[src/rtl/vga_sync.sv]
// vga_sync: VGA timing stage that turns the upstream pixel count and line carry into
// registered hsync/vsync/de, pixel coordinates, a frame-start pulse and a sticky error flag.
module vga_sync #(
  parameter int   H_ACTIVE = 640,
  parameter int   H_FP     = 16,
  parameter int   H_SYNC   = 96,
  parameter int   H_BP     = 48,
  parameter int   V_ACTIVE = 480,
  parameter int   V_FP     = 10,
  parameter int   V_SYNC   = 2,
  parameter int   V_BP     = 33,
  parameter logic SYNC_POL = 1'b0
) (
  input  logic        clk,
  input  logic        reset,
  input  logic        pix_en,
  input  logic [11:0] h_cnt,
  input  logic        h_carry,
  output logic        hsync,
  output logic        vsync,
  output logic        de,
  output logic [11:0] px_x,
  output logic [11:0] px_y,
  output logic        frame_start,
  output logic        line_err
);
  localparam int H_TOTAL = H_ACTIVE + H_FP + H_SYNC + H_BP;
  localparam int V_TOTAL = V_ACTIVE + V_FP + V_SYNC + V_BP;
  localparam logic [11:0] L_HA  = 12'(H_ACTIVE);
  localparam logic [11:0] L_HS0 = 12'(H_ACTIVE + H_FP);
  localparam logic [11:0] L_HS1 = 12'(H_ACTIVE + H_FP + H_SYNC);
  localparam logic [11:0] L_HT  = 12'(H_TOTAL);
  localparam logic [11:0] L_VA  = 12'(V_ACTIVE);
  localparam logic [11:0] L_VS0 = 12'(V_ACTIVE + V_FP);
  localparam logic [11:0] L_VS1 = 12'(V_ACTIVE + V_FP + V_SYNC);
  localparam logic [11:0] L_VT  = 12'(V_TOTAL);
  typedef enum logic [1:0] {S_ACT, S_FP, S_SYNC, S_BP} st_t;
  st_t         r_st, w_st_nxt;
  logic [11:0] r_v_cnt, w_v_nxt;
  logic        w_adv, w_hs_on, w_de, w_fs, w_err;
  logic        r_hs, r_vs, r_de, r_fs, r_err;
  logic [11:0] r_x, r_y;
  assign w_adv   = pix_en && h_carry;
  assign w_v_nxt = (r_v_cnt == L_VT - 12'd1) ? 12'd0 : r_v_cnt + 12'd1;
  always_ff @(posedge clk or posedge reset)
    if (reset) begin
      r_st    <= S_ACT;
      r_v_cnt <= 12'd0;
    end else if (w_adv) begin
      r_st    <= w_st_nxt;
      r_v_cnt <= w_v_nxt;
    end
  // The carry is authoritative: it advances the line even when h_cnt disagrees.
  always_comb begin
    w_st_nxt = r_st;
    case (r_st)
      S_ACT:  w_st_nxt = (w_v_nxt == L_VA)  ? S_FP   : S_ACT;
      S_FP:   w_st_nxt = (w_v_nxt == L_VS0) ? S_SYNC : S_FP;
      S_SYNC: w_st_nxt = (w_v_nxt == L_VS1) ? S_BP   : S_SYNC;
      S_BP:   w_st_nxt = (w_v_nxt == 12'd0) ? S_ACT  : S_BP;
      default: w_st_nxt = S_ACT;
    endcase
  end
  always_comb begin
    w_hs_on = (h_cnt >= L_HS0) && (h_cnt < L_HS1);
    w_de    = (h_cnt < L_HA) && (r_st == S_ACT);
    w_fs    = pix_en && (h_cnt == 12'd0) && (r_v_cnt == 12'd0);
    w_err   = (h_carry && (h_cnt != L_HT - 12'd1)) || (h_cnt >= L_HT);
  end
  always_ff @(posedge clk or posedge reset)
    if (reset) begin
      r_hs  <= ~SYNC_POL;
      r_vs  <= ~SYNC_POL;
      r_de  <= 1'b0;
      r_x   <= 12'd0;
      r_y   <= 12'd0;
      r_fs  <= 1'b0;
      r_err <= 1'b0;
    end else begin
      r_fs <= w_fs;
      if (pix_en) begin
        r_hs  <= w_hs_on ? SYNC_POL : ~SYNC_POL;
        r_vs  <= (r_st == S_SYNC) ? SYNC_POL : ~SYNC_POL;
        r_de  <= w_de;
        r_err <= r_err | w_err;
        if (w_de) begin
          r_x <= h_cnt;
          r_y <= r_v_cnt;
        end
      end
    end
  assign hsync       = r_hs;
  assign vsync       = r_vs;
  assign de          = r_de;
  assign px_x        = r_x;
  assign px_y        = r_y;
  assign frame_start = r_fs;
  assign line_err    = r_err;
endmodule

[config.mk]
export PLATFORM = sky130hd
export DESIGN_NAME = vga_sync
export DESIGN_NICKNAME = d
export VERILOG_FILES = /design/src/rtl/vga_sync.sv
export SDC_FILE = /design/constraint.sdc
export NUM_CORES = 1
export LEC_CHECK = 0
export ABC_AREA = 0
export CAP_MARGIN = 15
export CORE_UTILIZATION = 45
export CTS_CLUSTER_SIZE = 30
export DETAILED_ROUTE_END_ITERATION = 8
export PLACE_DENSITY = 0.81
export SYNTH_ARGS = -nofsm -noshare
export SYNTH_HDL_FRONTEND = slang
export SYNTH_SLANG_ARGS = --single-unit
[constraint.sdc]
create_clock -name clk -period 1.9 [get_ports clk]
set_clock_uncertainty 0.05 [all_clocks]
set_input_delay 0.38 -clock clk [delete_from_list [all_inputs] [get_ports clk]]
set_output_delay 0.38 -clock clk [all_outputs]
set_load 0.01 [all_outputs]
Word level (Yosys, flattened, before mapping)
Index checks and enable logic that the tools add are counted.
- logic and storage cells: 43
- output and inout bits: 29
- input bits: 16
- register bits after elaboration: 43
- $lt $le $gt $ge: 4
- add/sub/neg operators: 1
- mux-type cells: 8
- equal/unequal tests: 8
- reductions and logical operators: 12
- bitwise gates (word level): 1
- operators with widths (kind ; count):
    12-bit by 9-bit == test with 1-bit output, second input constant ; 3
    12-bit zero test ; 3
    12-bit by 10-bit greater-or-equal comparator with 1-bit output, second input constant ; 2
    12-bit by 10-bit less-than comparator with 1-bit output, second input constant ; 2
    12-bit by 1-bit adder with 12-bit output, second input constant ; 1
    12-bit by 10-bit == test with 1-bit output, second input constant ; 1
    12-bit two-way mux ; 1
    12-bit by 10-bit != test with 1-bit output, second input constant ; 1
    2-bit case mux with 4 select lines ; 1
    1-bit logical AND ; 6
    2-bit == test, second input constant ; 2
    1-bit two-way mux ; 4
    2-bit two-way mux ; 2
    2-bit by 1-bit == test with 1-bit output, second input constant ; 1
    2-bit zero test ; 1
    2-bit AND reduction ; 1
    1-bit logical OR ; 1
    1-bit bitwise OR ; 1

Depth between registers and ports, before layout
- depth after elaboration: 5
- gate-level depth with buffers: 11
- mapped depth without buffers: 9

Least setup slack after synthesis
Ideal clock, no wire load.
- path kind: register to register
- from: register r_v_cnt[6]
- to: register r_st[0]
- buffers on the path: 1
- cell stages (with the launch flop): 9
- setup slack: -0.152 ns
- arrival: 1.860 ns
- library setup time: 0.142 ns
- path through: dfrtp_1 buf_6 or4_4 nor4_4 o221ai_1 o211ai_1 a221oi_2 a31oi_1 o221ai_1
- longest elaborated chain between the ends: 5
- elaborated cells on any way between the ends: 12
- classes of those cells: 1 x add/sub; 4 x eq/ne; 6 x mux; 1 x reduce/logical
- RTL lines (what ; RTL line ; RTL):
    start: declaration ; 39 ; logic [11:0] r_v_cnt, w_v_nxt;
    start signal: assignment ; 51 ; r_v_cnt <= w_v_nxt;
    12-bit by 1-bit adder with 12-bit output or 12-bit by 10-bit == test with 1-bit output (tied branches) ; 44 ; assign w_v_nxt = (r_v_cnt == L_VT - 12'd1) ? 12'd0 : r_v_cnt + 12'd1;
    12-bit two-way mux * ; 44 ;
    12-bit by 9-bit == test with 1-bit output (tied with other cells) ; 59 ; S_SYNC: w_st_nxt = (w_v_nxt == L_VS1) ? S_BP : S_SYNC;
    1-bit two-way mux (tied with other cells) ; 59 ;
    2-bit case mux with 4 select lines * ; 56 ; case (r_st)
    end signal: assignment ; 50 ; r_st <= w_st_nxt;
    end: declaration ; 38 ; st_t r_st, w_st_nxt;
Mark *: on every way between the ends. The rest lies on a longest branch, timed or not.
A chain may end at the register's enable or synchronous reset.

Worst setup path in the final report
- from: register r_v_cnt[0]
- to: register r_st[0]
The elaborated chain is that of the path after synthesis.

==> impl_summary.md <==
Outcome
The flow ran to the end, but the final reports show violations. The final reports fail on negative setup slack.

Power and ir drop
The power density over the cells is about 770 nW/µm². The clock network accounts for between 30% and 40% of the total power. Per report_power, the combinational group accounts for 32.8% of the total. Of the total power, the share spent switching nets is 31.42%. For this design the total switching power over the nets is 0.0008794 W. Sequential cells burn between 30 and 40% of the power.

The leakage power figure is 1.624 nW. The internal power of the cells is 0.001919 W. The maximum vdd drop is between 0.6 and 0.7 mV.

Routing
The post-route antenna net violation count is 0. The routed wire length is roughly 6.9 mm. The detail-routed via count per cell is 5.812.

In the final routed layout, each cell accounts on average for between 15 and 20 µm. The number of remaining DRC errors is 0. The via count is 2377. Before antenna repair, the detailed router went through 5 iterations. The first-iteration detailed-routing DRC count is 161.

Clock network
The later pin in the worst-skew pair is clocked with a latency of 0.31 ns. The tree built by TritonCTS fans out to 43 sinks. The number of buffers on the longest clock path is 2. The cell at the root of the clock tree is clkbuf_8. The H-tree generated during clock tree synthesis spans 2 levels. The clock-pin slew reported for the worst setup and hold paths after clock tree synthesis is ~0.09 ns. TritonCTS built the clock tree. The clock buffer count from CTS is 5.

Die
The total I/O pin count is 45. The effective utilization at floorplan is roughly 47%. The die outline area is around 5600 µm². The die is 75.12 µm tall.

The floorplan has 26 rows. The die span in x is 75.12 µm. In this run the standard cell core region covers slightly above 5000 µm².

Cells and area
The number of antenna diodes in the final layout is 0. The count of cells in the finished layout, fillers not included, comes to just over 400. The growth of design area from synthesis to finish is 51.90%.

After filler insertion, the fill cell instance count of the layout stands at between 300 and 400. The area of the multi-input gates is approximately 1400 µm². The commonest non-fill, non-tap cell in the layout is buf_4. Summing all non-filler instances in the final layout gives an area of around 3700 µm². The post-route netlist has between 30% and 40% of its cells at a drive strength greater than 1. The top cell types in the final layout, fill and taps aside, are 50 x buf_4, 42 x clkdlybuf4s50_1, 40 x dfrtp_1. The sequential cells in the finished layout cover a total of 1080 µm². The number of nets in the layout is ~360.

Place
The minimum setup slack after placement is -0.3135 ns. Routability-driven placement finished with a final weighted congestion of approximately 0.9. The detailed-placement wirelength estimate is between 4 and 5 mm. The number of placed instances, taps included, is 392. Summing all placed instances gives a cell area of approximately 3300 µm². The number of I/O port buffers is 44.

Synth
The number of different library cells used by synthesis comes to 54. The warning count from the yosys run is 0. In this run the cell area of the synthesized design comes to roughly 2400 µm².

The mean instance size in the synthesized netlist is roughly 10 µm². The synthesized design contains 43 register bits. Of all flip-flops after synthesis, the portion carrying an async set or reset was 100.0%. For this run, the leading register cell type out of synthesis is dfrtp_1. Counting flops with a built-in enable in the synthesized netlist gives 0. The sequential fraction of the synthesis area is 44.83%. In the synthesized netlist, the number of instances is ~250. The number of nets in the synthesized netlist is around 270.

Timing
The final critical path takes up 110.9% of the cycle. The highest clock frequency the design can meet is ~470 MHz. Counting I/O delays and the setup requirement, the final critical path takes about 2.1 ns. The final-report max-slew violation count is 0. The tightest hold margin is 0.3668 ns. Setup violations remaining at the end of the flow were counted as 10.

The slew at the pin with the worst max-slew slack is ~0.45 ns. The total negative slack is -0.9791 ns. The hold violation count in the final report is 0. Setup repair after global routing could not meet its margin everywhere. The normalized max-slew margin is 69.82%.

In the post-route analysis, the smallest setup slack over all paths is -0.2077 ns.

Hold path
The path class of the tightest hold or removal check is input pin to async pin.

Setup path
The critical path in this run is classified as flop to flop. Among cell families on the critical path, the largest total delay comes from simple AND/OR/NAND/NOR gates. The required arrival time at the worst endpoint is ~2 ns. The critical path ends at r_st[0]$_DFFE_PP0P_.

The capturing element type of the critical path is a flop. Traced cell by cell, the critical path runs through buf_6 > inv_4 > ha_4 > nand2b_4 > nor4_4 > buf_4 > o32ai_4 > nand2_1 > a21oi_1 > a31oi_1 > o221ai_1. The data arrival time at the worst-slack endpoint is 2.23 ns. The worst setup path is launched from a flop. The destination of the worst register-to-register timing path is r_st[0]$_DFFE_PP0P_. The setup check on the worst reg-to-reg path leaves a slack of -0.21 ns. The worst register-to-register path begins at r_v_cnt[0]$_DFFE_PP0P_.

The critical path runs through a total of 11 cells. Among all stages on the critical path, the largest delay is contributed by dfrtp_2. The startpoint of the most critical setup path is r_v_cnt[0]$_DFFE_PP0P_. The number of cells on the worst reg-to-reg path is 11. The maximum fanout count along the critical path is 4. The number of buffers and inverters on the critical path is 3. On the worst path, the slowest cell contributes a delay of 0.46 ns.

Global routing
The wire length of the first global-routing pass is between 10 and 15 mm. The remaining global-route overflow is 0. The number of global-route vias before repair is roughly 2200. The pin count of the biggest net entering global routing is 44.

The initial antenna violation count came to 0. Global routing used between 20% and 30% of the available tracks across all layers.

Flow run
The count of maximum capacitance violations is 0.
-- registers in the layout, indices dropped and copies added (netlist names) --
| register | flops |
|---|---|
| px_x | 12 |
| px_y | 12 |
| r_v_cnt | 12 |
| r_st | 2 |
| de | 1 |
| frame_start | 1 |
| hsync | 1 |
| line_err | 1 |
| vsync | 1 |
-- worst register-to-register path: stages (launching register included) --
cell and delay (ns):
dfrtp_2 0.46, buf_6 0.14, inv_4 0.05, ha_4 0.13, nand2b_4 0.06, nor4_4 0.33
buf_4 0.20, o32ai_4 0.08, nand2_1 0.11, a21oi_1 0.07, a31oi_1 0.15, o221ai_1 0.14
-- final cells by class --
cell class | instances | area share (%)
Tap cell | 70 | 2.396
Timing Repair Buffer | 104 | 25.85
Inverter | 9 | 0.9928
Sequential cell | 43 | 29.54
Clock buffer | 5 | 1.883
Clock inverter | 3 | 1.849
Multi-Input combinational cell | 175 | 37.49
-- power by group through the flow --
stage / clock network [W] / registers, W / logic [W]
2_1_floorplan: 0 / 0.00100 / 0.000479
5_1_grt: 0.000896 / 0.00103 / 0.000990
6_report: 0.000858 / 0.00102 / 0.000919
3_3_place_gp: 0 / 0.00103 / 0.000761
3_5_place_dp: 0 / 0.00103 / 0.000775
4_1_cts: 0.000868 / 0.00102 / 0.000867
-- logic make-up (layout without fill, tap and decap cells) --
| family | after synthesis | count (layout) | share of synthesized area (%) |
|---|---|---|---|
| simple gates | 87 | 87 | 20.18 |
| compound gates | 61 | 61 | 17.42 |
| flops | 43 | 43 | 44.83 |
| buf+inv | 29 | 121 | 5.304 |
| mux | 19 | 19 | 8.893 |
| xor+xnor | 5 | 5 | 1.820 |
| fa+ha+maj | 3 | 3 | 1.560 |
-- layer usage --
layer / wire [µm] / vias to the layer above / share of wire [%] / track usage (%)
li1: - / 1089 / - / -
met1: 3002 / 1163 / 43 / 32.31
met2: 3272 / 98 / 47 / 41.24
met3: 401 / 27 / 5.8 / 4.819
met4: 241 / 0 / 3.5 / 16.98
met5: 0 / - / 0 / 0
-- through the flow --
| step | power [W] | utilization, % |
|---|---|---|
| 5_1_grt | 0.002915 | 71.11 |
| 2_1_floorplan | 0.001479 | - |
| 3_3_place_gp | 0.001789 | 63.24 |
| 6_report | 0.002799 | 71.11 |
| 3_5_place_dp | 0.001805 | 63.24 |
| 4_1_cts | 0.002753 | 69.40 |
-- synthesized netlist by cell type (2+ instances only) --
library cell  number  share of area, %
a21oi_1            9               1.9
xnor2_1            3               1.1
o21ai_0           10               2.1
buf_6              2              0.94
nor2_1            11               1.7
or2_1              4               1.0
nand2b_1           4               1.0
inv_1              9               1.4
o311ai_1           2              0.73
nand4b_1           2              0.73
ha_1               3               1.6
buf_2              3              0.62
clkbuf_1          15               2.3
o31ai_1            5               1.6
or3_1              2              0.52
nand3_1            8               1.7
o21ai_1            8               1.7
o21bai_1           2              0.62
mux2_1            19               8.9
nor4_1             4               1.0
o22ai_1            2              0.52
dfstp_2            2               2.2
nand4_1            5               1.3
nand2_1           22               3.4
o221ai_1           2              0.73
a31oi_1            7               1.8
and4_1             2              0.73
xor2_1             2              0.73
o22a_1             2              0.73
and3_1             3              0.78
dfrtp_1           41                43
a21o_1             2              0.62
nor3_1             6               1.2
nor2b_1            4               1.0
-- how the worst min path moves through the flow --
stage                                     from  cells after the start  slack [ns]                   end
after floorplan              vsync$_DFFE_PP1P_                      2        0.44     vsync$_DFFE_PP1P_
after global placement          de$_DFFE_PP0P_                      1        0.42        de$_DFFE_PP0P_
after detailed placement  px_y[10]$_DFFE_PP0P_                      1        0.42  px_y[10]$_DFFE_PP0P_
after CTS                                reset                      3        0.38  px_x[10]$_DFFE_PP0P_
after global routing                     reset                      3        0.41   px_y[0]$_DFFE_PP0P_
final                                    reset                      3        0.37   px_y[0]$_DFFE_PP0P_
-- repair_timing --
action | 4_1_cts | 5_1_grt
pin swaps | 8 | 11
gates resized for setup | 27 | 19
hold buffers | 0 | 0
setup endpoints to repair | 10 | 32
buffers inserted | 6 | 2
gates cloned | 0 | 1
(Power assumes the default switching activity.)
==> edit (same settings) <==
Encoding of `st_t`: now Gray code (2 bits for 4 values).
--- a/src/rtl/vga_sync.sv
+++ b/src/rtl/vga_sync.sv
@@ -34,7 +34,7 @@
   localparam logic [11:0] L_VS0 = 12'(V_ACTIVE + V_FP);
   localparam logic [11:0] L_VS1 = 12'(V_ACTIVE + V_FP + V_SYNC);
   localparam logic [11:0] L_VT  = 12'(V_TOTAL);
-  typedef enum logic [1:0] {S_ACT, S_FP, S_SYNC, S_BP} st_t;
+  typedef enum logic [1:0] {S_ACT = 2'b00, S_FP = 2'b01, S_SYNC = 2'b11, S_BP = 2'b10} st_t;
   st_t         r_st, w_st_nxt;
   logic [11:0] r_v_cnt, w_v_nxt;
   logic        w_adv, w_hs_on, w_de, w_fs, w_err;
Function: same outputs for any inputs over 10 cycles, from zero or initial values and one cycle with reset high; not proved beyond that.
==> edit against the original RTL <==
The flow still finishes with violations (setup timing); clock power down 32%; critical path depth decreased by 3; total power increased by 8.5%; worst setup slack improved by 5.0 ps; count of clock-buffer cells in the layout is 1 higher; wire length decreased by 13%; sequential share of layout area is 2.9 points higher; synthesized area decreased by 8.1%; sequential cell count unchanged; maximum frequency rose by 0.24%; non-clock buffer count fell by 3; cell area decreased by 9.1%; largest cell class unchanged.
==> edit: results <==
{
  "status": "complete, but fails checks",
  "violations": "setup timing",
  "slowest_delay_ps": 420,
  "nets": 331,
  "clk_latency_ps": 300,
  "grt_pass1_vias": 2052,
  "ys.warnings.count": 0,
  "pwr-share-clk": 0.193,
  "crit_slowest_cell": "dfrtp_1",
  "synth_cells": 219,
  "intPower_mw": 2.005,
  "place.gp.congestion": 0.8947,
  "drive_gt1_frac": 0.3344,
  "routedWlPerCell_um": 15.83,
  "setup_slack_ps": -202.7,
  "port_buffers": 44,
  "pg_clk_mw": 0.586,
  "cts_max_path_buffers": 2,
  "drc": 0,
  "critPathMaxFanout": 3,
  "r2r_start": "r_v_cnt[0]$_DFFE_PP0P_",
  "grt_usage": 0.2393,
  "place_ws_ps": -345.2,
  "synth-seq-area-share": 0.4876,
  "synth_cell_type_count": 46,
  "tightest_slew_ps": 396.7,
  "drt-initial-drc-count": 145,
  "worst_path_dominant_cell_family": "simple AND/OR/NAND/NOR gates",
  "synth_top_cells_by_count": "dfrtp_1, nand2_1, o21ai_0",
  "via_per_inst": 5.365,
  "grt_antenna_before_repair": 0,
  "synth.area.top_cells": "dfrtp_1, mux2_2, nand2_1, o21ai_0, xnor2_1",
  "wl_mm": 6.031,
  "syn_nets": 237,
  "antenna_left": 0,
  "place_area_sq_mm": 0.003114,
  "seq_power_share": 0.410,
  "clk_pin_slew_worst_paths_ps": 90,
  "vdd_drop_max_v": 0.0006297,
  "hpwl_mm": 4.207,
  "dp.cells": 369,
  "ctsHtreeMaxLevel": 2,
  "crit_end": "r_st[1]$_DFFE_PP0P_",
  "leakagePower_nw": 1.461,
  "antenna_cells": 0,
  "min_path_type": "in2async",
  "reg2reg_depth": 8,
  "synthArstFlopShare": 1.000,
  "timing.hold.ws_ps": 373.0,
  "grt_pass1_wl_mm": 9.480,
  "post-cts-setup-buffer-count": 4,
  "root_buffer": "clkbuf_8",
  "grt_max_degree": 44,
  "cts_resized": 8,
  "setup_violations": 2,
  "final.setup.tns_ps": -363.1
}
[edit: kinds of logic after synthesis]
kind of cell	after synthesis	share of synthesized area
AND/OR/NAND/NOR	86	0.2228
flip-flops	43	0.4876
AO/OA/AOI/OAI	39	0.1143
buffers and inverters	24	0.04921
multiplexers	14	0.07127
adder cells (fa/ha/maj)	2	0.01131
XOR/XNOR	11	0.04355
[edit: routing by layer]
| metal | global-route usage | part of all wire | vias up |
|---|---|---|---|
| li1 | - | - | 962 |
| met1 | 0.2997 | 0.43 | 1006 |
| met2 | 0.4039 | 0.50 | 63 |
| met3 | 0.04583 | 0.050 | 13 |
| met4 | 0.1024 | 0.025 | 0 |
| met5 | 0 | 0 | - |
[edit: cell type report]
| cell class | count | area, sq um |
|---|---|---|
| inverters | 10 | 37.54 |
| clock buffers | 6 | 72.57 |
| multi-input cells | 152 | 1147 |
| clock inverters | 2 | 12.51 |
| well taps | 67 | 83.83 |
| flip-flops and latches | 43 | 1080 |
| fillers | 346 | 1400 |
| repair buffers | 101 | 889.6 |
